## src/rtl/xor_stream_parity.sv

```systemverilog
// Stream XOR-parity block on a valid/ready link.
// MODE=0 passes each frame through and appends the XOR fold of its data words as one extra
// beat. MODE=1 passes each frame through unchanged and reports whether it folds to zero,
// trailing check word included. Frames longer than MAX_LEN are split at MAX_LEN beats and
// flagged with LEN_ERR.
module xor_stream_parity #(
  parameter int unsigned WIDTH   = 8,
  parameter int unsigned MAX_LEN = 16,
  parameter int unsigned MODE    = 0
) (
  input  logic             CLK,
  input  logic             RST,
  input  logic             IN_VALID,
  output logic             IN_READY,
  input  logic [WIDTH-1:0] IN_DATA,
  input  logic             IN_LAST,
  output logic             OUT_VALID,
  input  logic             OUT_READY,
  output logic [WIDTH-1:0] OUT_DATA,
  output logic             OUT_LAST,
  output logic             CHK_VALID,
  output logic             CHK_OK,
  output logic             LEN_ERR
);

  localparam int unsigned    LW      = $clog2(MAX_LEN + 1);
  localparam logic [LW-1:0]  CntLast = LW'(MAX_LEN - 1);
  localparam bit             GenMode = (MODE == 0);

  typedef enum logic [0:0] {StPass, StAppend} state_e;

  state_e           state_q, state_d;
  logic [WIDTH-1:0] acc_q, acc_d;
  logic [WIDTH-1:0] par_q, par_d;
  logic [LW-1:0]    cnt_q, cnt_d;
  logic             out_valid_q, out_valid_d;
  logic [WIDTH-1:0] out_data_q, out_data_d;
  logic             out_last_q, out_last_d;
  logic             chk_valid_q, chk_valid_d;
  logic             chk_ok_q, chk_ok_d;
  logic             len_err_q, len_err_d;

  logic             load_en;
  logic             accept;
  logic             terminal;
  logic [WIDTH-1:0] fold;

  // Output register can take a new word when empty or being drained this cycle.
  assign load_en  = !out_valid_q || OUT_READY;
  // No input is taken while the parity beat is pending, nor while reset is held.
  assign IN_READY = (state_q == StPass) && load_en && !RST;
  assign accept   = IN_VALID && IN_READY;
  // Beat MAX_LEN of a frame closes it even without IN_LAST.
  assign terminal = IN_LAST || (cnt_q == CntLast);
  assign fold     = acc_q ^ IN_DATA;

  // Next-state logic: a terminal beat in generate mode schedules the parity beat.
  always_comb begin
    state_d = state_q;
    unique case (state_q)
      StPass: begin
        if (accept && terminal && GenMode) begin
          state_d = StAppend;
        end
      end
      StAppend: begin
        if (load_en) begin
          state_d = StPass;
        end
      end
      default: state_d = StPass;
    endcase
  end

  // Datapath next-state: fold accumulator, beat counter, output register and pulses.
  always_comb begin
    acc_d       = acc_q;
    cnt_d       = cnt_q;
    par_d       = par_q;
    out_valid_d = out_valid_q;
    out_data_d  = out_data_q;
    out_last_d  = out_last_q;
    chk_valid_d = 1'b0;
    chk_ok_d    = chk_ok_q;
    len_err_d   = 1'b0;

    if (state_q == StAppend) begin
      if (load_en) begin
        out_valid_d = 1'b1;
        out_data_d  = par_q;
        out_last_d  = 1'b1;
      end
    end else if (accept) begin
      out_valid_d = 1'b1;
      out_data_d  = IN_DATA;
      // In generate mode the appended parity beat carries LAST, never a data beat.
      out_last_d  = !GenMode && terminal;
      if (terminal) begin
        acc_d     = '0;
        cnt_d     = '0;
        len_err_d = !IN_LAST;
        if (GenMode) begin
          par_d = fold;
        end else begin
          chk_valid_d = 1'b1;
          chk_ok_d    = (fold == '0);
        end
      end else begin
        acc_d = fold;
        cnt_d = cnt_q + LW'(1);
      end
    end else if (load_en) begin
      out_valid_d = 1'b0;
    end
  end

  // State register; reset drops any partial frame.
  always_ff @(posedge CLK or posedge RST) begin
    if (RST) begin
      state_q <= StPass;
    end else begin
      state_q <= state_d;
    end
  end

  // Datapath registers.
  always_ff @(posedge CLK or posedge RST) begin
    if (RST) begin
      acc_q       <= '0;
      cnt_q       <= '0;
      par_q       <= '0;
      out_valid_q <= 1'b0;
      out_data_q  <= '0;
      out_last_q  <= 1'b0;
      chk_valid_q <= 1'b0;
      chk_ok_q    <= 1'b0;
      len_err_q   <= 1'b0;
    end else begin
      acc_q       <= acc_d;
      cnt_q       <= cnt_d;
      par_q       <= par_d;
      out_valid_q <= out_valid_d;
      out_data_q  <= out_data_d;
      out_last_q  <= out_last_d;
      chk_valid_q <= chk_valid_d;
      chk_ok_q    <= chk_ok_d;
      len_err_q   <= len_err_d;
    end
  end

  assign OUT_VALID = out_valid_q;
  assign OUT_DATA  = out_data_q;
  assign OUT_LAST  = out_last_q;
  assign CHK_VALID = chk_valid_q;
  assign CHK_OK    = chk_ok_q;
  assign LEN_ERR   = len_err_q;

endmodule

```

## config.mk

```make
export PLATFORM = sky130hd
export DESIGN_NAME = xor_stream_parity
export DESIGN_NICKNAME = d
export VERILOG_FILES = /design/src/rtl/xor_stream_parity.sv
export SDC_FILE = /design/constraint.sdc
export NUM_CORES = 1
export LEC_CHECK = 0
export ABC_CLOCK_PERIOD_IN_PS = 1800
export CAP_MARGIN = 20
export CORE_MARGIN = 5
export CORE_UTILIZATION = 50
export CTS_BUF_LIST = sky130_fd_sc_hd__clkbuf_8
export CTS_CLUSTER_SIZE = 40
export DETAILED_ROUTE_END_ITERATION = 8
export HOLD_SLACK_MARGIN = 0.06
export PLACE_DENSITY = 0.76
export SYNTH_ARGS = -nofsm -noshare
export SYNTH_HDL_FRONTEND = slang
export SYNTH_SLANG_ARGS = --single-unit
```

## constraint.sdc

```tcl
create_clock -name CLK -period 1.8 [get_ports CLK]
set_clock_uncertainty 0.05 [all_clocks]
set_input_delay 0.18 -clock CLK [delete_from_list [all_inputs] [get_ports CLK]]
set_output_delay 0.18 -clock CLK [all_outputs]
set_load 0.02 [all_outputs]
```

# Word level (Yosys, flattened, before mapping)
# Cells that the tools add are included.
# word_totals
reg_bits	33
output_inout_bits	14
latchBits	0
ram_bits	0
mem_count	0
rom_bits	0
wordCells	45
# op_classes
n_reduce_logical	15
bitwise_logic	2
mux	17
n_lt_le_gt_ge	0
shifts	0
eq_ne	2
div_mod_pow	0
n_mul	0
addsub	1
# op_table
operator	n
$mux W8	4
$mux W1	11
$xor A8 B8 Y8	1
$reduce_and A2 Y1	3
$add A5 B1 Y5 const B	1
$eq A5 B4 Y1 const B	1
$mux W5	1
$logic_and A1 B1 Y1	4
$reduce_bool A2 Y1	2
$logic_not A1 Y1	3
$reduce_and A3 Y1	1
$logic_or A1 B1 Y1	2
$ne A2 B1 Y1 const B	1
$pmux W1 S2	1
$not A1 Y1	1

# Longest topological paths before layout
# logic_depth
depth_word	8
ltp_mapped	7
ltp_nobuf	6

# Least setup slack after synthesis
# Ideal clock, no wire load.
# synth_timing
kind	register to register
from	register cnt_q[0]
to	register par_q[0]
setup_time_ns	0.125
setup_slack_ns	-0.076
arrival_time_ns	1.702
path_stages_with_launch	7
cell_sequence	dfrtp_1 > ha_1 > and3_1 > ha_1 > nor2_1 > nor4_4 > mux2_2
# synth_via
elab_chain_cells	3
# synth_lines
item	line_no	source
start: declaration	35	logic [LW-1:0] cnt_q, cnt_d;
start signal: assignment	140	cnt_q <= cnt_d;
$eq A5 B4 Y1	54	assign terminal = IN_LAST || (cnt_q == CntLast);
$logic_or A1 B1 Y1	54	
$reduce_and A3 Y1 (no line)	--	
end signal: assignment	141	par_q <= par_d;
end: declaration	34	logic [WIDTH-1:0] par_q, par_d;
# Every way passes these cells.
# A chain may end at the register's enable or synchronous reset.

# Worst setup path in the final report
# layout_timing
from	register cnt_q[1]
to	register cnt_q[3]
# layout_via
elab_chain_cells	3
elab_cells_between_ends	4
classes_between	add/sub: 1; eq/ne: 1; mux: 1; reduce/logical: 1
# layout_lines
item	line_no	source
branches (longest 2 deep; another with $add A5 B1 Y5)	--	
$mux W5 *	98	if (terminal) begin
# Every way passes the cells marked *.

==> run metrics <==
Clock Latency Late Sink 280 ps; drt first pass iters 4; post-route cell area 2340 µm²; outcome finished with violations; CP Capture Type flop; switch share 0.300; Final Slew Violations 0; Final Cycle Share 1.07; PortBufs 24; register bit total from synthesis 33; share of layout cells above drive strength 1 0.347; Psw 726 µW; clock root cell clkbuf_8; cell leakage power 1.02 nW; Req. time, crit path 1950 ps; peak supply drop 0.682 mV; setup ws final -131 ps; cells along the critical path ha_2 > and3_4 > ha_4 > buf_8 > buf_6 > or4_4 > o211ai_1; Critical Path Source Type flop; RSZ-0062 raised after global routing yes; FILL cells 241; Cell variety after synth 30; dpl cells 226; TritonCTS Buffers 5; Yosys top cell by area dfrtp_1; dominant cells by area after synthesis dfrtp_1, mux2_2, o41ai_1, xor2_1, nand2b_1; area grow syn2layout 39.6%; Sequential Power Share 0.446; CTS Hold Bufs 0; Crit Path Max Fanout 3; Final GP Congestion 0.856; Die X 67.9 µm; DRT Wirelength 3940 µm; Syn Std Cell Area 1670 µm²; critical path class flop to flop; cell count of the worst reg-to-reg path 7; DRT iter0 DRCs 82; DRT antenna net count 0; Mapped Cells 145; CTS tree built; vias per cell 5.45; clock sink count 33; Reg clk slew, reported paths 70 ps; core area 3280 µm²; worst reg2reg startpoint cnt_q[1]; Bufs on Longest Clock Path 2; pin count of the biggest net entering global routing 26; min cycle time layout 1930 ps; Die ar. 4610 µm²; starting density of the core 0.510; non-filler cells, final 242; Inserted Diodes 0; final hold vios 0; total power 2.42 mW; worst hold path type input port to async pin; WP data arrival 2080 ps; first-pass GRT wire length 6550 µm; FF-to-FF End cnt_q[3]; post-synth top area share 0.493; Logic pwr share 0.339; Clk pwr share 0.215; area of the multi-input gates 866 µm²; P per Cell Area 1030 nW/µm²; chip height 67.9 µm; most common cell after layout, fill and taps aside dfrtp_1; FF/Latch Area 826 µm²; Finished Core Util 0.712; most frequent cells in the layout dfrtp_1, buf_4, clkdlybuf4s50_1; # IOs 27; Post-DP Area 2130 µm²; max incr delay on CP 470 ps; max-cap violations 0; slowest CP cell or4_4; final setup fails 17; Rows 21; Vias 1,320; # H-tree levels 2; Avg WL per Cell 16.3 µm; Final #Nets 210; Synth Area per Inst 11.5 µm²; dpl hpwl 2660 µm; GRT overflow 0; number of global-route vias before repair 1,446; Max Freq 0.518 GHz; post-synthesis sequential area ratio 0.493; synth warn 0; # DRC 0; initial antenna violation count 0; total internal power 1.69 mW; total track usage 0.195; reg-to-reg setup timing slack -130 ps; failing checks setup timing
## logic make-up after synthesis
logic type | share of synthesized area
AO/OA/AOI/OAI | 0.105
XOR/XNOR | 0.0419
adder cells (fa/ha/maj) | 0.0149
buffers and inverters | 0.0366
flip-flops | 0.493
multiplexers | 0.174
other | 0.00224
AND/OR/NAND/NOR | 0.132
## repair_timing
action	CTS	global route
pin swaps	1	4
setup buffers	5	3
resized for setup	16	6
endpoints found under the setup margin	20	20
## stage by stage
stage	setup WS, ps	setup TNS, ps	hold WS, ps
after CTS	-155	-1470	318
after global routing	-203	-2720	350
after global placement	-224	-2540	433
after detailed placement	-292	-4530	438
after floorplan	-42.6	-490	259
final	-131	-967	313
## power groups by stage
stage / clock network [mW] / registers, mW / logic, mW
after floorplan: 0 / 1.13 / 0.358
after global placement: 0 / 1.07 / 0.710
after detailed placement: 0 / 1.08 / 0.733
after CTS: 0.532 / 1.07 / 0.793
after global routing: 0.576 / 1.10 / 0.880
final: 0.520 / 1.08 / 0.821
## layer usage
metal | vias up | routed length, µm | track usage
met2 | 37 | 1940 | 0.333
met5 | - | 0 | 0
met4 | 0 | 63 | 0.0744
met3 | 8 | 209 | 0.0608
met1 | 642 | 1730 | 0.228
li1 | 633 | - | -
## cell type report
class,count,share of cell area
multi-input combinational,99,0.370
clock buffer,5,0.0294
sequential,33,0.353
inverter,3,0.00482
clock inverter,3,0.00482
tap,46,0.0246
timing repair buffer,53,0.213
## flip-flops by register name (all words and copies together) (netlist names)
name       flops
LEN_ERR        1
OUT_DATA       8
OUT_LAST       1
OUT_VALID      1
acc_q          8
cnt_q          5
par_q          8
state_q        1
## synthesized netlist by cell type
cell type and number:
nand2_1 1, nor3_1 12, clkbuf_1 7, xor2_1 8, ha_1 2, dfrtp_1 33, nand3_1 4, mux2_2 25
nor4_4 1, buf_1 1, buf_4 2, mux2i_1 1, o22ai_1 1, nor4b_1 2, nor2b_1 1, or3_1 1
nor2_1 1, buf_2 1, and3_1 1, nand2b_1 10, o41ai_1 9, o211ai_1 1, a22o_1 1, o21ai_0 10
a21oi_2 1, inv_1 3, conb_1 1, nand4_1 1, o31ai_1 2, or4_1 1
## worst max path at each step
stage	start	end	slack (ps)
global placement	OUT_READY	IN_READY	-220
CTS	cnt_q[0]	cnt_q[3]	-150
detailed placement	OUT_READY	IN_READY	-290
global route	cnt_q[1]	cnt_q[3]	-200
finish	cnt_q[1]	cnt_q[3]	-130
floorplan	cnt_q[0]	par_q[0]	-40
## critical path, delay by kind of cell (launching register included)
| kind | cells | cell delay [ps] |
|---|---|---|
| simple gates | 2 | 660 |
| compound gates | 1 | 170 |
| buf+inv | 2 | 230 |
| fa+ha+maj | 2 | 360 |
| flops | 1 | 390 |
Note: power is estimated with default switching activity, not from simulation.
